### src/rtl/pkt_proc_deq_pkg.sv
// Shared types and default sizing for the packet-processor dequeue controller.
package pkt_proc_deq_pkg;

  localparam int DEQ_DATA_W     = 32;
  localparam int DEQ_SKID_DEPTH = 4;

  typedef enum logic [1:0] {
    IDLE = 2'd0,
    HUNT = 2'd1,
    PKT  = 2'd2
  } deq_state_e;

  typedef struct packed {
    logic [DEQ_DATA_W-1:0] data;
    logic                  sop;
    logic                  eop;
  } deq_word_t;

endpackage

### src/rtl/pkt_proc_deq_ctrl_if.sv
// Bus bundles for pkt_proc_deq_ctrl: FIFO read side and egress stream side.
interface pkt_deq_fifo_if #(parameter int DATA_W = 32);
  logic              deq_req;
  logic              pck_proc_empty;
  logic [DATA_W-1:0] rd_data_o;
  logic              out_sop;
  logic              out_eop;

  modport master (output deq_req, input pck_proc_empty, rd_data_o, out_sop, out_eop);
  modport slave  (input deq_req, output pck_proc_empty, rd_data_o, out_sop, out_eop);
endinterface

// Valid/ready: a word moves on a cycle where m_valid && m_ready; while m_valid
// is high and m_ready low, m_data/m_sop/m_eop stay stable and m_valid stays high.
interface pkt_deq_stream_if #(parameter int DATA_W = 32);
  logic              m_valid;
  logic              m_ready;
  logic [DATA_W-1:0] m_data;
  logic              m_sop;
  logic              m_eop;

  modport master (output m_valid, m_data, m_sop, m_eop, input m_ready);
  modport slave  (input m_valid, m_data, m_sop, m_eop, output m_ready);
endinterface

### src/rtl/pkt_deq_skid_fifo.sv
// Circular skid buffer of deq_word_t; clr_n is a synchronous clear equal to reset.
module pkt_deq_skid_fifo
  import pkt_proc_deq_pkg::*;
#(
  parameter int  DEPTH = DEQ_SKID_DEPTH,
  localparam int PW    = $clog2(DEPTH),
  localparam int OW    = PW + 1
) (
  input  logic          clk,
  input  logic          rst_n,
  input  logic          clr_n,
  input  logic          wr_en,
  input  deq_word_t     wr_word,
  input  logic          rd_en,
  output deq_word_t     rd_word,
  output logic [OW-1:0] occ
);

  deq_word_t     mem_q [DEPTH];
  deq_word_t     mem_d [DEPTH];
  logic [PW-1:0] wr_ptr_q, wr_ptr_d;
  logic [PW-1:0] rd_ptr_q, rd_ptr_d;
  logic [OW-1:0] occ_q, occ_d;
  logic          do_rd;

  // Writes are unconditional: upstream credit guarantees a free slot.
  assign do_rd = rd_en && (occ_q != '0);

  always_comb begin
    mem_d    = mem_q;
    wr_ptr_d = wr_ptr_q;
    rd_ptr_d = rd_ptr_q;
    occ_d    = occ_q;
    if (!clr_n) begin
      mem_d    = '{default: '0};
      wr_ptr_d = '0;
      rd_ptr_d = '0;
      occ_d    = '0;
    end else begin
      if (wr_en) begin
        mem_d[wr_ptr_q] = wr_word;
        wr_ptr_d        = wr_ptr_q + PW'(1);
      end
      if (do_rd) begin
        rd_ptr_d = rd_ptr_q + PW'(1);
      end
      case ({wr_en, do_rd})
        2'b10:   occ_d = occ_q + OW'(1);
        2'b01:   occ_d = occ_q - OW'(1);
        default: occ_d = occ_q;
      endcase
    end
  end

  always_ff @(posedge clk or negedge rst_n) begin
    if (!rst_n) begin
      mem_q    <= '{default: '0};
      wr_ptr_q <= '0;
      rd_ptr_q <= '0;
      occ_q    <= '0;
    end else begin
      mem_q    <= mem_d;
      wr_ptr_q <= wr_ptr_d;
      rd_ptr_q <= rd_ptr_d;
      occ_q    <= occ_d;
    end
  end

  assign rd_word = mem_q[rd_ptr_q];
  assign occ     = occ_q;

endmodule

### src/rtl/pkt_proc_deq_ctrl.sv
// Packet FIFO drain stage: credit-based dequeue, SOP/EOP framing FSM, skid buffer.
// Define PKT_DEQ_STATS_EN to build the forwarded-packet counter on pkt_cnt.
module pkt_proc_deq_ctrl
  import pkt_proc_deq_pkg::*;
#(
  parameter int DATA_W     = DEQ_DATA_W,
  parameter int SKID_DEPTH = DEQ_SKID_DEPTH
) (
  input  logic                    pck_proc_int_mem_fsm_clk,
  input  logic                    pck_proc_int_mem_fsm_rstn,
  input  logic                    pck_proc_int_mem_fsm_sw_rstn,
  input  logic                    deq_en,
  pkt_deq_fifo_if.master          fifo_if,
  pkt_deq_stream_if.master        egr_if,
  output logic                    busy,
  output logic                    framing_err,
  input  logic                    err_clr,
  output logic [15:0]             pkt_cnt,
  output deq_state_e              dbg_state
);

  localparam int OW = $clog2(SKID_DEPTH) + 1;

  deq_state_e    state_q, state_d;
  logic          inflight_q, inflight_d;
  logic          framing_err_q, framing_err_d;
  logic          run, soft_clr, wr_en, rd_en, set_err;
  logic [OW-1:0] occ;
  logic [OW:0]   credit_used;
  deq_word_t     wr_word, rd_word;

  assign soft_clr    = !pck_proc_int_mem_fsm_sw_rstn;
  assign run         = (state_q != IDLE);
  assign credit_used = {1'b0, occ} + {{OW{1'b0}}, inflight_q};

  // Words already buffered plus the one in flight must leave room for this request.
  assign fifo_if.deq_req = run && !fifo_if.pck_proc_empty &&
                           (credit_used < (OW+1)'(SKID_DEPTH));

  assign wr_word.data = fifo_if.rd_data_o;
  assign wr_word.sop  = fifo_if.out_sop;
  assign wr_word.eop  = fifo_if.out_eop;

  always_comb begin
    state_d       = state_q;
    wr_en         = 1'b0;
    set_err       = 1'b0;
    inflight_d    = fifo_if.deq_req;
    case (state_q)
      IDLE: begin
        if (deq_en) state_d = HUNT;
      end
      HUNT: begin
        if (inflight_q) begin
          if (fifo_if.out_sop) begin
            wr_en = 1'b1;
            if (!fifo_if.out_eop) state_d = PKT;
          end else begin
            set_err = 1'b1;
          end
        end else if (!deq_en) begin
          state_d = IDLE;
        end
      end
      PKT: begin
        // deq_en is ignored here so a packet is never cut short.
        if (inflight_q) begin
          wr_en = 1'b1;
          if (fifo_if.out_sop) set_err = 1'b1;
          if (fifo_if.out_eop) state_d = HUNT;
        end
      end
      default: state_d = IDLE;
    endcase

    if (err_clr)      framing_err_d = 1'b0;
    else if (set_err) framing_err_d = 1'b1;
    else              framing_err_d = framing_err_q;

    if (soft_clr) begin
      state_d       = IDLE;
      inflight_d    = 1'b0;
      framing_err_d = 1'b0;
      wr_en         = 1'b0;
    end
  end

  always_ff @(posedge pck_proc_int_mem_fsm_clk or negedge pck_proc_int_mem_fsm_rstn) begin
    if (!pck_proc_int_mem_fsm_rstn) begin
      state_q       <= IDLE;
      inflight_q    <= 1'b0;
      framing_err_q <= 1'b0;
    end else begin
      state_q       <= state_d;
      inflight_q    <= inflight_d;
      framing_err_q <= framing_err_d;
    end
  end

  pkt_deq_skid_fifo #(
    .DEPTH (SKID_DEPTH)
  ) u_skid (
    .clk     (pck_proc_int_mem_fsm_clk),
    .rst_n   (pck_proc_int_mem_fsm_rstn),
    .clr_n   (pck_proc_int_mem_fsm_sw_rstn),
    .wr_en   (wr_en),
    .wr_word (wr_word),
    .rd_en   (rd_en),
    .rd_word (rd_word),
    .occ     (occ)
  );

  assign egr_if.m_valid = (occ != '0);
  assign egr_if.m_data  = rd_word.data[DATA_W-1:0];
  assign egr_if.m_sop   = rd_word.sop;
  assign egr_if.m_eop   = rd_word.eop;
  assign rd_en          = egr_if.m_valid && egr_if.m_ready;

  assign busy        = run || (occ != '0) || inflight_q;
  assign framing_err = framing_err_q;
  assign dbg_state   = state_q;

`ifdef PKT_DEQ_STATS_EN
  logic [15:0] pkt_cnt_q, pkt_cnt_d;

  always_comb begin
    pkt_cnt_d = pkt_cnt_q;
    if (rd_en && rd_word.eop) pkt_cnt_d = pkt_cnt_q + 16'd1;
    if (soft_clr)             pkt_cnt_d = '0;
  end

  always_ff @(posedge pck_proc_int_mem_fsm_clk or negedge pck_proc_int_mem_fsm_rstn) begin
    if (!pck_proc_int_mem_fsm_rstn) pkt_cnt_q <= '0;
    else                            pkt_cnt_q <= pkt_cnt_d;
  end

  assign pkt_cnt = pkt_cnt_q;
`else
  assign pkt_cnt = '0;
`endif

endmodule
### src/flat_wrapper.sv
// flat-port wrapper written by rule: the top's interface ports become plain ports
module pkt_proc_deq_ctrl_flat import pkt_proc_deq_pkg::*;
#(
  parameter int DATA_W     = DEQ_DATA_W,
  parameter int SKID_DEPTH = DEQ_SKID_DEPTH
)
  (pck_proc_int_mem_fsm_clk, pck_proc_int_mem_fsm_rstn, pck_proc_int_mem_fsm_sw_rstn, deq_en, busy, framing_err, err_clr, pkt_cnt, dbg_state, fifo_if_deq_req, fifo_if_pck_proc_empty, fifo_if_rd_data_o, fifo_if_out_sop, fifo_if_out_eop, egr_if_m_valid, egr_if_m_data, egr_if_m_sop, egr_if_m_eop, egr_if_m_ready);
  pkt_deq_fifo_if #(.DATA_W(DATA_W)) fifo_if_i ();
  pkt_deq_stream_if #(.DATA_W(DATA_W)) egr_if_i ();
  input  logic pck_proc_int_mem_fsm_clk;
  input  logic pck_proc_int_mem_fsm_rstn;
  input  logic pck_proc_int_mem_fsm_sw_rstn;
  input  logic deq_en;
  output logic busy;
  output logic framing_err;
  input  logic err_clr;
  output logic [15:0] pkt_cnt;
  output deq_state_e dbg_state;
  output wire logic [$bits(fifo_if_i.deq_req)-1:0] fifo_if_deq_req;
  input wire logic [$bits(fifo_if_i.pck_proc_empty)-1:0] fifo_if_pck_proc_empty;
  input wire logic [$bits(fifo_if_i.rd_data_o)-1:0] fifo_if_rd_data_o;
  input wire logic [$bits(fifo_if_i.out_sop)-1:0] fifo_if_out_sop;
  input wire logic [$bits(fifo_if_i.out_eop)-1:0] fifo_if_out_eop;
  output wire logic [$bits(egr_if_i.m_valid)-1:0] egr_if_m_valid;
  output wire logic [$bits(egr_if_i.m_data)-1:0] egr_if_m_data;
  output wire logic [$bits(egr_if_i.m_sop)-1:0] egr_if_m_sop;
  output wire logic [$bits(egr_if_i.m_eop)-1:0] egr_if_m_eop;
  input wire logic [$bits(egr_if_i.m_ready)-1:0] egr_if_m_ready;
  assign fifo_if_deq_req = fifo_if_i.deq_req;
  assign fifo_if_i.pck_proc_empty = fifo_if_pck_proc_empty;
  assign fifo_if_i.rd_data_o = fifo_if_rd_data_o;
  assign fifo_if_i.out_sop = fifo_if_out_sop;
  assign fifo_if_i.out_eop = fifo_if_out_eop;
  assign egr_if_m_valid = egr_if_i.m_valid;
  assign egr_if_m_data = egr_if_i.m_data;
  assign egr_if_m_sop = egr_if_i.m_sop;
  assign egr_if_m_eop = egr_if_i.m_eop;
  assign egr_if_i.m_ready = egr_if_m_ready;
  pkt_proc_deq_ctrl #(.DATA_W(DATA_W), .SKID_DEPTH(SKID_DEPTH)) u_core (.pck_proc_int_mem_fsm_clk(pck_proc_int_mem_fsm_clk), .pck_proc_int_mem_fsm_rstn(pck_proc_int_mem_fsm_rstn), .pck_proc_int_mem_fsm_sw_rstn(pck_proc_int_mem_fsm_sw_rstn), .deq_en(deq_en), .fifo_if(fifo_if_i), .egr_if(egr_if_i), .busy(busy), .framing_err(framing_err), .err_clr(err_clr), .pkt_cnt(pkt_cnt), .dbg_state(dbg_state));
endmodule
### config.mk
export PLATFORM = sky130hd
export DESIGN_NAME = pkt_proc_deq_ctrl_flat
export DESIGN_NICKNAME = d
export VERILOG_FILES = /design/src/rtl/pkt_proc_deq_pkg.sv /design/src/rtl/pkt_proc_deq_ctrl_if.sv /design/src/rtl/pkt_deq_skid_fifo.sv /design/src/rtl/pkt_proc_deq_ctrl.sv /design/src/flat_wrapper.sv
export SDC_FILE = /design/constraint.sdc
export NUM_CORES = 1
export LEC_CHECK = 0
export BUFFER_PORTS_ARGS = -buffer_cell sky130_fd_sc_hd__buf_2
export CAP_MARGIN = 40
export CORE_MARGIN = 4
export CORE_UTILIZATION = 52
export CTS_BUF_LIST = sky130_fd_sc_hd__clkbuf_8
export CTS_CLUSTER_DIAMETER = 30
export DETAILED_ROUTE_END_ITERATION = 10
export GPL_TIMING_DRIVEN = 0
export PLACE_DENSITY_LB_ADDON = 0.1
export SYNTH_ARGS = -nofsm -noshare
export SYNTH_HDL_FRONTEND = slang
export SYNTH_SLANG_ARGS = --single-unit
### constraint.sdc
create_clock -name pck_proc_int_mem_fsm_clk -period 3.6 [get_ports pck_proc_int_mem_fsm_clk]
set_clock_uncertainty 0.2 [all_clocks]
set_input_delay 0.18 -clock pck_proc_int_mem_fsm_clk [delete_from_list [all_inputs] [get_ports pck_proc_int_mem_fsm_clk]]
set_output_delay 0.18 -clock pck_proc_int_mem_fsm_clk [all_outputs]
set_load 0.03 [all_outputs]
=== After elaboration in Yosys (flattened, before gate mapping) ===
Cells that the tools add are included.

* Register bits: 147
* Input bits: 41
* Output and inout bits: 56
* Word-level logic and storage cells: 90

* $lt $le $gt $ge: 4
* Bitwise operators: 2
* Equality and inequality tests: 14
* Reduce and logical (&&, ||, !) cells: 12
* Add/subtract/negate cells: 5
* Multiplexer cells: 35

{| class="wikitable"
|+ Operator list
! operator !! number
|-
| 136-bit two-way mux || 2
|-
| 136-bit bitwise mux || 1
|-
| 34-bit two-way mux || 3
|-
| 34-bit binary-select mux with 2-bit select || 1
|-
| 34-bit demux with 2-bit select || 1
|-
| 2-bit two-way mux || 12
|-
| 1-bit two-way mux || 10
|-
| 4-bit != test (second input constant) || 2
|-
| 3-bit greater-or-equal comparator (second input constant) || 2
|-
| 3-bit by 1-bit != test with 1-bit output (second input constant) || 2
|-
| 3-bit != test (second input constant) || 2
|-
| 2-bit NOT with 3-bit output || 2
|-
| 2-bit one-hot mux with 3 select lines || 1
|-
| 3-bit one-hot mux with 2 select lines || 1
|-
| 6-bit AND reduction || 1
|-
| 1-bit logical AND || 5
|-
| 2-bit by 1-bit adder with 2-bit output (second input constant) || 2
|-
| 3-bit by 1-bit adder with 4-bit output || 1
|-
| 2-bit by 1-bit == test with 1-bit output (second input constant) || 2
|-
| 2-bit == test (second input constant) || 2
|-
| 4-bit by 3-bit < comparator with 1-bit output (second input constant) || 1
|-
| 2-bit by 1-bit != test with 1-bit output (second input constant) || 2
|-
| 4-bit by 3-bit != test with 1-bit output (second input constant) || 1
|-
| 1-bit one-hot mux with 2 select lines || 2
|-
| other kinds (10) || 11
|}

=== Logic depth before layout (Yosys ltp) ===
Gate-level depths: netlist (run 1).

* Depth in word-level cells: 8
* Gate-level depth with buffers: 9
* Mapped depth without buffers: 8

=== Cells and area by module ===
From an unflattened synthesis (run 1), not the netlist that was laid out.

* Cell total of the unflattened synthesis: 735
* Area total of the unflattened synthesis: 7438.4 um^2

{| class="wikitable"
|+ Modules (own cells, without submodules)
! module !! seq. area each (um^2) !! area each (um^2) !! instances !! cells each
|-
| pkt_deq_skid_fifo || 3578.4 || 6954.2 || 1 || 681
|-
| pkt_proc_deq_ctrl || 100.1 || 484.2 || 1 || 54
|}

=== Least setup slack after synthesis (run 1) ===
No wires, ideal clock.

* Path kind: register to register
* Start point: register u_core.state_q[0] (netlist: u_core.dbg_state[0])
* End point: register u_core.u_skid.occ_q[2] (netlist: u_core.u_skid.occ[2])
* Cell stages (with the launch flop): 10
* Path slack: 1.038 ns
* Arrival time: 2.282 ns
* Period minus slack after synthesis: 2.562 ns
* Cell sequence: dfrtp_1 -> inv_1 -> ha_1 -> and2_1 -> buf_4 -> and2_1 -> a21oi_1 -> fa_1 -> mux2i_1 -> mux2i_1

* Cells in the longest elaborated chain, start to end: 6

{| class="wikitable"
|+ Ends and longest elaborated chain
! item !! line !! source
|-
| start: declaration || pkt_proc_deq_ctrl.sv:24 || <nowiki>deq_state_e state_q, state_d;</nowiki>
|-
| start signal: assignment || pkt_proc_deq_ctrl.sv:94 || <nowiki>state_q <= state_d;</nowiki>
|-
| 2-bit == test or 2-bit by 1-bit == test with 1-bit output (tied branches) || pkt_proc_deq_ctrl.sv:49 || <nowiki>case (state_q)</nowiki>
|-
| 1-bit one-hot mux with 2 select lines * || pkt_proc_deq_ctrl.sv:49 ||
|-
| 1-bit two-way mux * || pkt_proc_deq_ctrl.sv:80 || <nowiki>if (soft_clr) begin</nowiki>
|-
| 2-bit by 1-bit == test with 1-bit output or 2-bit == test (tied branches) || pkt_deq_skid_fifo.sv:47 || <nowiki>case ({wr_en, do_rd})</nowiki>
|-
| 3-bit one-hot mux with 2 select lines || pkt_deq_skid_fifo.sv:47 ||
|-
| 3-bit two-way mux || pkt_deq_skid_fifo.sv:34 || <nowiki>if (!clr_n) begin</nowiki>
|-
| end signal: assignment || pkt_deq_skid_fifo.sv:60 || <nowiki>occ_q <= '0;</nowiki>
|-
| end signal: assignment || pkt_deq_skid_fifo.sv:65 || <nowiki>occ_q <= occ_d;</nowiki>
|-
| end: declaration || pkt_deq_skid_fifo.sv:23 || <nowiki>logic [OW-1:0] occ_q, occ_d;</nowiki>
|}

Every way passes the cells marked *; elsewhere a longest branch is shown, timed or not.
A chain may end at the register's enable or synchronous reset.

=== Worst setup path in the final report (run 1) ===
* Start point: register u_core.u_skid.rd_ptr_q[1]
* End point: output egr_if_m_data[7]

* Cells in the longest elaborated chain, start to end: 4

{| class="wikitable"
|+ Ends and longest elaborated chain
! item !! line !! source
|-
| start: declaration || pkt_deq_skid_fifo.sv:22 || <nowiki>logic [PW-1:0] rd_ptr_q, rd_ptr_d;</nowiki>
|-
| start signal: assignment || pkt_deq_skid_fifo.sv:64 || <nowiki>rd_ptr_q <= rd_ptr_d;</nowiki>
|-
| 2-bit NOT with 3-bit output (implied by the code) || pkt_deq_skid_fifo.sv:69 || <nowiki>assign rd_word = mem_q[rd_ptr_q];</nowiki>
|-
| 34-bit binary-select mux with 2-bit select || pkt_deq_skid_fifo.sv:69 ||
|-
| 34-bit two-way mux (implied by the code) (2 in series) || pkt_deq_skid_fifo.sv:69 ||
|-
| end: declaration || flat_wrapper.sv:25 || <nowiki>output wire logic [$bits(egr_if_i.m_data)-1:0] egr_if_m_data;</nowiki>
|}

No other way between the ends. The select of a mux whose other input is x is not followed.

==> run_results.csv, run 1 <==
group,metric,value,unit
place,placed_cell_area,8020,sq um
drt,first_iter_violations,582,
pwr,p_leak,3.85,nW
floorplanning,die_h,127,microns
worst_setup_path,crit_family,"buffers and inverters",
clock_network,cts-buffers-inserted,17,
worst_setup_path,crit_arrival,2.43,ns
timing,min_period,2.81,ns
clock_network,htreeDepth,4,
clock_network,clk_path_buf_depth,2,
drt,drc,0,
place,hpwl,13200,microns
status,status,"completed",
floorplanning,coreArea,13800,sq um
drt,drt-total-wl,19900,microns
timing,setup_tns,0,ns
synth,syn_area,7300,sq um
pwr,powerDensity,394,nW/um^2
global_routing,use_met3,5.43,%
synth,synth.yosys.warnings,0,
synth,syn_avg_cell_area,9.99,sq um
timing,max_freq,355,MHz
pwr,max-vdd-ir-drop,0.222,mV
worst_setup_path,crit_fanout,10,
final_layout,drive_gt1_share,29.3,%
global_routing,grt_overflow,0,
global_routing,top_usage_layer,"met2",
synth,ys_ff_latch,147,
worst_setup_path,cp_slowest_stage_delay,0.63,ns
floorplanning,floorplan.initialDensity,52.8,%
worst_setup_path,path_depth,4,
floorplanning,die_width,127,microns
run,max_cap_viol_count,0,
final_layout,n_antenna_cell,0,
synth,yosysSeqAreaShare,50.4,%
worst_hold_path,worstHoldPathType,"in -> reg",
worst_setup_path,cp_slowest_cell,"buf_1",
clock_network,post-cts-setup-buffers,0,
worst_setup_path,worstSetupPathType,"reg -> out",
synth,synth_cells,731,
global_routing,grt_util_all_layers,25.6,%
final_layout,final_nets,934,
timing,slew_violations,0,
clock_network,hold_buffers,39,
global_routing,antenna_found_initial,0,
floorplanning,die-area,16000,sq um
drt,num_vias,5954,
timing,hold_viol,0,
worst_setup_path,critPathCaptureType,"output port",
worst_setup_path,crit_path_cell_trace,"clkbuf_1, buf_1, mux4_2, buf_2",
timing,fin_crit_sh,78.2,%
timing,setup_viol,0,
timing,rsz0062_at_grt,"no",
drt,firstDrtPassIters,5,
place,globalplace.congestion,0.832,
drt,routedWlPerCell,18.4,microns
worst_setup_path,reg2reg_to,"u_core.u_skid.occ[2]",
global_routing,grt_max_degree,93,
timing,maxSlewHeadroom,43.9,%
worst_setup_path,rrSetupSlack,0.99,ns
clock_network,root_buffer,"clkbuf_8",
drt,ant_nets,0,
worst_setup_path,timing.rr.start,"u_core.dbg_state[0]",
clock_network,clkTransAtPathRegs,0.08,ns
global_routing,grt_pass1_vias,6104,
clock_network,clk_latency,0.45,ns
synth,synth_cell_types,36,
global_routing,use_met1,35.5,%
global_routing,grt_util_met2,41.3,%
floorplanning,io_pins,97,
final_layout,design_area,8880,sq um
drt,vias_per_cell,5.52,
final_layout,syn2layout_area_growth,21.6,%
final_layout,final_core_util,64.2,%
worst_setup_path,cp-start-kind,"flop",
worst_setup_path,crit_path_end,"egr_if_m_data[7]",
place,port_buffers,79,
floorplanning,rows,43,
clock_network,clock-sinks,147,
timing,worstMarginPinSlew,0.842,ns
worst_setup_path,critical_path_required,3.22,ns
place,dpl.cell_count,1007,
worst_setup_path,path_buf_inv,3,
global_routing,grt_pass1_wl,31900,microns
pwr,finalPower,3.50,mW
worst_setup_path,crit_path_start,"u_core.u_skid.rd_ptr_q[1]",
clock_network,tritoncts,"done",
worst_setup_path,reg2reg_depth,9,
final_layout,final_cells,1078,
clock_network,cts_resized,0,
[per-stage QoR]
stage               setup WS, ns  hold slack (ns)
floorplan                   1.04           -0.316
global placement          0.0513            0.142
detailed placement          1.01         -0.00800
CTS                        0.795          0.00703
global route               0.708           0.0581
finish                     0.785           0.0412
[cell usage in the layout (no fill, tap or decap), types with 8 or more instances in the layout]
cell	count
a21oi_1	84
a21oi_2	60
buf_2	100
buf_4	19
buf_6	8
clkbuf_1	18
clkbuf_8	23
conb_1	16
dfrtp_1	147
dlygate4sd3_1	39
mux4_2	34
nand2_1	278
[cells by family after synthesis]
logic type / Yosys count / synth area share (%)
other: 1 / 0.0514
XOR/XNOR: 3 / 0.360
AND/OR/NAND/NOR: 307 / 16.8
flip-flops: 147 / 50.4
adder cells (fa/ha/maj): 8 / 1.47
AO/OA/AOI/OAI: 150 / 13.5
multiplexers: 39 / 11.2
buffers and inverters: 76 / 6.19
[synthesized netlist by cell type, drive strengths merged]
library cell    n  area [sq um]
nand2         278          1040
dfrtp         147          3680
a21oi         144           946
buf            52           362
mux4           34           766
clkbuf         18          67.6
ha              7          87.6
and3            6          42.5
inv             6          22.5
nor2            6          22.5
mux2i           4          40.0
nand3           4          40.0
and2            3          18.8
nand2b          3          18.8
or3             3          18.8
o21ai           2          10.0
xnor2           2          17.5
a21o            1          7.51
conb            1          3.75
fa              1          20.0
mux2            1          11.3
nor2b           1          6.26
nor3            1          5.00
nor4            1          6.26
o221ai          1          8.76
o31a            1          8.76
o31ai           1          7.51
or2             1          6.26
xor2            1          8.76
[routing by layer]
layer | wire length [microns] | share of wire [%] | vias up
met1 | 8470 | 43 | 2970
met3 | 1390 | 7.0 | 25
li1 | - | - | 2720
met5 | 0 | 0 | -
met4 | 284 | 1.4 | 0
met2 | 9710 | 49 | 239
[state kept, by name, summed over array words and instances (netlist names)]
| signal | count |
|---|---|
| u_core.dbg_state | 2 |
| u_core.framing_err | 1 |
| u_core.inflight_q | 1 |
| u_core.u_skid.mem_q | 136 |
| u_core.u_skid.occ | 3 |
| u_core.u_skid.rd_ptr_q | 2 |
| u_core.u_skid.wr_ptr_q | 2 |
[worst register-to-register path: cells and delay by family, from the launching register on]
kind	cells	cell delay [ns]
AND/OR/NAND/NOR	2	0.40
flip-flops	1	0.42
buffers and inverters	2	0.29
adder cells (fa/ha/maj)	2	0.72
AO/OA/AOI/OAI	1	0.11
multiplexers	2	0.39
[where the power goes]
group          switching, mW  internal (mW)
Combinational          0.221          0.127
Clock                  0.620          0.862
Sequential           0.00867           1.66
Total                  0.850           2.65
[how the worst min path moves through the flow]
stage               slack, ns                 startpoint                  endpoint  depth (start not counted)
floorplan               -0.32  pck_proc_int_mem_fsm_rstn       u_core.dbg_state[0]                          0
global placement         0.14                    err_clr        u_core.framing_err                          2
detailed placement     -0.008  pck_proc_int_mem_fsm_rstn  u_core.u_skid.mem_q[115]                          1
CTS                     0.007                     deq_en       u_core.dbg_state[0]                          5
global route             0.06                     deq_en       u_core.dbg_state[0]                          5
finish                   0.04                     deq_en       u_core.dbg_state[0]                          5
[layout make-up]
| class | count | area [sq um] |
|---|---|---|
| inverter | 6 | 22.5 |
| sequential | 147 | 3680 |
| clock buffer | 23 | 317 |
| tap | 180 | 225 |
| fill | 1141 | 4950 |
| clock inverter | 9 | 149 |
| buffer | 70 | 429 |
| multi-input combinational | 523 | 3230 |
| timing repair buffer | 120 | 831 |
Note: power is estimated with default switching activity, not from simulation.
==> run 2: changes to the inputs <==
Settings changed: ABC_AREA set to 1.
Clock period 3.6 ns to 2.84 ns, I/O delays scaled along.
==> run 2 against run 1 <==
Die area shrank 1.9%. Combinational power grew to 5.3 times the previous value. Clock-buffer cell count shrank 4. Utilization grew 0.94 points. Largest cell class unchanged. Largest power group unchanged. Critical path depth grew 1. Global-route usage grew 3.9 points. Power grew 66%. Final area shrank 2.1%. Register-to-register slack lost 0.79 ns. Highest routed layer unchanged.
==> run_results.csv, run 2 <==
group,metric,value,unit
synth,synth.yosys.warnings,0,
synth,syn_area,7150,sq um
floorplanning,die-area,15700,sq um
clock_network,cts-buffers-inserted,17,
floorplanning,rows,42,
global_routing,use_met1,39.6,%
global_routing,grt_max_degree,85,
synth,synth_cells,803,
drt,routedWlPerCell,20.0,microns
pwr,max-vdd-ir-drop,0.534,mV
run,max_cap_viol_count,0,
synth,yosysSeqAreaShare,51.4,%
place,hpwl,15000,microns
clock_network,tritoncts,"done",
worst_setup_path,critical_path_required,2.50,ns
clock_network,htreeDepth,4,
clock_network,clock-sinks,147,
drt,drt-total-wl,23000,microns
timing,fin_crit_sh,94.1,%
pwr,finalPower,5.80,mW
floorplanning,die_h,125,microns
drt,ant_nets,0,
worst_setup_path,cp-start-kind,"flop",
final_layout,drive_gt1_share,19.1,%
synth,ys_ff_latch,147,
worst_setup_path,crit_arrival,2.33,ns
floorplanning,die_width,125,microns
timing,slew_violations,0,
place,globalplace.congestion,0.909,
global_routing,grt_pass1_wl,36500,microns
global_routing,grt_pass1_vias,6848,
synth,synth_ff_type,"dfrtp_1",
clock_network,clk_path_buf_depth,2,
synth,syn_avg_cell_area,8.90,sq um
timing,maxSlewHeadroom,52.5,%
final_layout,final_nets,1007,
final_layout,regMostFlops,"u_core.u_skid.mem_q",
synth,synthMostInstantiatedCell,"dfrtp_1",
synth,ys_async_sr_fraction,100,%
synth,synth.area.top_cells,"dfrtp_1 (51%), o21ai_0 (7.2%), nand3_1 (6.4%)",
status,status,"completed",
final_layout,n_antenna_cell,0,
clock_network,clk_latency,0.46,ns
worst_setup_path,crit_fanout,10,
floorplanning,floorplan.initialDensity,53.6,%
timing,worstMarginPinSlew,0.712,ns
drt,vias_per_cell,5.99,
drt,firstDrtPassIters,7,
synth,synth_cell_types,35,
synth,synth_top_area_cell,"dfrtp_1",
synth,synth-edff-count,0,
drt,first_iter_violations,794,
floorplanning,io_pins,97,
worst_setup_path,critPathCaptureType,"output port",
drt,num_vias,6870,
timing,min_period,2.67,ns
drt,drc,0,
final_layout,syn2layout_area_growth,21.6,%
clock_network,root_buffer,"clkbuf_8",
global_routing,grt_util_met2,47.4,%
timing,max_freq,374,MHz
worst_setup_path,worstSetupPathType,"reg -> out",
final_layout,largest_reg_flops,136,
pwr,p_leak,4.06,nW
place,placed_cell_area,7860,sq um
final_layout,final_common_cell,"dfrtp_1",
global_routing,antenna_found_initial,0,
final_layout,most-common-layout-cells,"dfrtp_1 (147), o21ai_0 (103), buf_2 (99), nand3_1 (92), nor2_1 (72)",
timing,rsz0062_at_grt,"no",
global_routing,use_met3,6.57,%
place,port_buffers,79,
timing,setup_viol,0,
clock_network,clkTransAtPathRegs,0.08,ns
global_routing,grt_overflow,0,
final_layout,design_area,8700,sq um
global_routing,grt_util_all_layers,29.6,%
pwr,powerDensity,667,nW/um^2
worst_hold_path,worstHoldPathType,"in -> async",
floorplanning,coreArea,13300,sq um
global_routing,top_usage_layer,"met2",
timing,hold_viol,0,
synth,synth_top_area_share,51.4,%
clock_network,post-cts-setup-buffers,0,
synth,synth.top_cells.by_count,"dfrtp_1 (147), o21ai_0 (103), nand3_1 (92)",
run 2: changes by cell type after synthesis, sizes merged, moves of 6 or more:
cell   change
o32ai     +28
mux4      -34
inv       +58
nor2      +69
o21ai    +171
buf        +7
and3       -6
nand3     +99
a21oi    -132
o22ai     +40
nand2    -220
run 2: layer usage:
layer / up-vias / wire length (microns)
met5: - / 0
met4: 0 / 623
met3: 59 / 1900
met2: 399 / 10800
met1: 3341 / 9640
li1: 3071 / -
run 2: kinds of logic after synthesis:
| group | count (synthesis) | synth area share [%] |
|---|---|---|
| AO/OA/AOI/OAI | 257 | 20.5 |
| AND/OR/NAND/NOR | 245 | 16.4 |
| flip-flops | 147 | 51.4 |
| buffers and inverters | 144 | 9.90 |
| adder cells (fa/ha/maj) | 8 | 1.50 |
| XOR/XNOR | 1 | 0.123 |
| other | 1 | 0.0524 |
run 2: what timing repair did:
| item | in CTS | in global routing |
|---|---|---|
| hold endpoints to repair | 233 | 0 |
| hold buffers | 41 | 0 |
| gates resized for setup | 0 | 3 |
| setup endpoints to repair | 0 | 2 |
run 2: cell type report:
type                            count  area, sq um
Timing Repair Buffer              121          840
Fill cell                        1181         4650
Sequential cell                   147         3680
Multi-Input combinational cell    527         2820
Clock buffer                       19          262
Clock inverter                     13          165
Tap cell                          176          220
Inverter                           64          243
Buffer                             80          467
run 2: where the power goes:
part	internal (mW)	switching (mW)	total [mW]
combinational	0.520	1.33	1.85
clock	0.987	0.807	1.79
sequential	2.12	0.0368	2.16
run 2: final timing paths:
| kind | startpoint | to | slack (ns) | cells after the start |
|---|---|---|---|---|
| hold / removal | pck_proc_int_mem_fsm_rstn | u_core.u_skid.mem_q[107] | 0.04 | 2 |
| setup reg to reg | u_core.dbg_state[0] | u_core.u_skid.occ[2] | 0.20 | 12 |
| hold reg to reg | u_core.u_skid.mem_q[37] | u_core.u_skid.mem_q[37] | 0.32 | 2 |
| setup / recovery | u_core.u_skid.rd_ptr_q[1] | egr_if_m_data[31] | 0.17 | 5 |
| max in group asynchronous | pck_proc_int_mem_fsm_rstn | u_core.u_skid.mem_q[93] | 1.56 | 3 |
| min in group pck_proc_int_mem_fsm_clk | fifo_if_pck_proc_empty | u_core.inflight_q | 0.26 | 4 |
run 2: through the flow:
stage / instances / hold slack (ns) / util, % / setup slack, ns / setup TNS (ns)
final: 1147 / 0.0433 / 65.2 / 0.167 / 0
after global routing: 1147 / 0.0869 / 65.2 / 0.0178 / 0
after CTS: 1147 / 0.0427 / 65.1 / 0.157 / 0
after detailed placement: 1074 / -0.0200 / 58.9 / 0.280 / 0
after global placement: 1073 / 0.0936 / 58.6 / -0.632 / -91.24
after floorplan: 818 / -0.354 / - / 0.296 / 0
run 2: critical path, cell delays in order (launching register included):
cell and delay, ns:
dfrtp_1 0.49, inv_1 0.27, clkbuf_1 0.45, o21ai_0 0.17, o22ai_1 0.23, buf_2 0.25
==> run 3: changes to the inputs <==
Settings changed: REMOVE_ABC_BUFFERS set to 1.
==> run 3 against run 2 <==
Critical path depth is 1 higher. Combinational power is 4% lower. Final cell count is 5.9% lower. Final area is 1.5% lower. Register-to-register slack better by 0.07 ns. Worst setup slack worse by 0.067 ns. First-iteration DRC count is 24% lower. Worst hold slack better by 0.0072 ns. Highest routed layer unchanged. Non-clock buffer count is 68 lower. Clock power is 4% higher.
==> run_results.csv, run 3 (synthesized netlist as in run 2, its figures left out) <==
group,metric,value,unit
timing,hold_ws,0.0505,ns
place,port_buffers,80,
final_layout,drive_gt1_share,16.6,%
final_layout,design_area,8570,sq um
worst_setup_path,cp-start-kind,"flop",
global_routing,grt_pass1_vias,6231,
drt,first_iter_violations,602,
floorplanning,floorplan.initialDensity,53.6,%
global_routing,grt_max_degree,87,
drt,drt-total-wl,18500,microns
run,max_cap_viol_count,0,
clock_network,clkTransAtPathRegs,0.08,ns
global_routing,grt_pass1_wl,30400,microns
clock_network,clock-sinks,147,
final_layout,syn2layout_area_growth,19.8,%
timing,worstMarginPinSlew,0.704,ns
pwr,p_seq_share,37.9,%
pwr,p_leak,3.95,nW
global_routing,grt_overflow,0,
final_layout,final_nets,939,
drt,routedWlPerCell,17.2,microns
pwr,p_comb_share,30.2,%
place,hpwl,10900,microns
global_routing,grt_util_all_layers,23.5,%
pwr,powerDensity,682,nW/um^2
floorplanning,die_h,125,microns
worst_setup_path,crit_path_start,"u_core.u_skid.rd_ptr_q[0]",
final_layout,fill_cells,1118,
timing,hold_viol,0,
worst_setup_path,crit_fanout,46,
worst_setup_path,critPathCaptureType,"output port",
worst_hold_path,worstHoldPathType,"in -> async",
timing,rsz0062_at_grt,"yes",
worst_setup_path,worstSetupPathType,"reg -> out",
timing,setup_viol,0,
clock_network,cts-buffers-inserted,17,
worst_setup_path,critical_path_required,2.50,ns
floorplanning,coreArea,13300,sq um
clock_network,clk_path_buf_depth,2,
drt,firstDrtPassIters,6,
floorplanning,rows,42,
final_layout,regMostFlops,"u_core.u_skid.mem_q",
timing,fin_crit_sh,96.5,%
clock_network,tritoncts,"done",
clock_network,clk_latency,0.44,ns
global_routing,antenna_found_initial,0,
place,place_ws,0.219,ns
final_layout,final_common_cell,"dfrtp_1",
drt,drc,0,
pwr,switching_share,35.0,%
pwr,clkPwrFrac,31.9,%
pwr,max-vdd-ir-drop,0.431,mV
pwr,p_int,3.80,mW
floorplanning,die_width,125,microns
status,status,"completed",
final_layout,largest_reg_flops,136,
drt,num_vias,6263,
pwr,netSwitchingPower,2.05,mW
timing,max_freq,365,MHz
floorplanning,io_pins,97,
clock_network,htreeDepth,4,
timing,maxSlewHeadroom,53.1,%
clock_network,root_buffer,"clkbuf_8",
final_layout,n_antenna_cell,0,
final_layout,most-common-layout-cells,"dfrtp_1 (145), o21ai_0 (103), nand3_1 (92), buf_2 (78), nor2_1 (72)",
worst_setup_path,timing.rr.start,"u_core.dbg_state[0]",
timing,min_period,2.74,ns
place,globalplace.congestion,0.821,
drt,ant_nets,0,
place,placed_cell_area,7640,sq um
worst_setup_path,crit_arrival,2.40,ns
timing,final.setup.worst_slack,0.100,ns
floorplanning,die-area,15700,sq um
drt,vias_per_cell,5.80,
timing,slew_violations,0,
-- run 3: cell types whose count changed in the layout (fill, tap and decap cells not counted), sizes merged --
cell,change
buf,-47
bufinv,+1
clkbuf,-20
clkinv,-2
clkinvlp,+1
inv,-1
-- run 3: per-layer routing --
metal,up-vias,track usage (%),part of all wire (%)
li1,2934,-,-
met1,3081,32.5,44
met2,221,38.8,49
met3,27,3.75,5.0
met4,0,6.76,1.4
met5,-,0,0
-- run 3: power groups by stage --
| stage | Sequential (mW) | Combinational, mW | Clock, mW |
|---|---|---|---|
| after global placement | 2.31 | 1.51 | 0 |
| after detailed placement | 2.26 | 1.65 | 0 |
| final | 2.21 | 1.77 | 1.86 |
| after global routing | 2.22 | 1.92 | 1.98 |
| after floorplan | 2.26 | 1.03 | 0 |
| after CTS | 2.23 | 1.70 | 1.90 |
-- run 3: through the flow --
step / power, mW / util (%) / TNS, ns / instances
floorplan: 3.29 / - / -7.97 / 738
global placement: 3.82 / 55.2 / -216.78 / 994
detailed placement: 3.91 / 57.3 / 0 / 1005
CTS: 5.82 / 63.9 / 0 / 1078
global route: 6.11 / 64.2 / -0.00354 / 1079
finish: 5.84 / 64.2 / 0 / 1079
-- run 3: repair_timing --
item / 4_1_cts / 5_1_grt
hold endpoints to repair: 209 / 0
hold buffers: 41 / 0
setup endpoints to repair: 34 / 7
buffers inserted: 0 / 1
cloned: 0 / 0
resized for setup: 5 / 2
-- run 3: area by class of cell --
cell class	instances	area, sq um	area share (%)
flip-flops and latches	147	3680	43.0
well taps	176	220	2.57
multi-input cells	527	2830	33.0
inverters	64	251	2.94
repair buffers	133	1120	13.1
clock inverters	12	185	2.16
clock buffers	20	275	3.21
-- run 3: worst paths after layout --
| kind | depth (start not counted) | endpoint | slack (ns) |
|---|---|---|---|
| min in group pck_proc_int_mem_fsm_clk | 4 | u_core.inflight_q | 0.31 |
| hold reg to reg | 2 | u_core.u_skid.mem_q[69] | 0.32 |
| setup reg to reg | 12 | u_core.u_skid.occ[2] | 0.27 |
| max in group asynchronous | 3 | u_core.u_skid.rd_ptr_q[0] | 1.55 |
| setup / recovery | 6 | egr_if_m_data[30] | 0.1 |
| hold / removal | 2 | u_core.u_skid.mem_q[41] | 0.05 |
-- run 3: critical path: stages, from the launching register on --
cell,delay [ns]
dfrtp_4,0.63
buf_16,0.24
inv_6,0.20
buf_16,0.26
o21ai_0,0.10
o22ai_1,0.25
buf_2,0.26
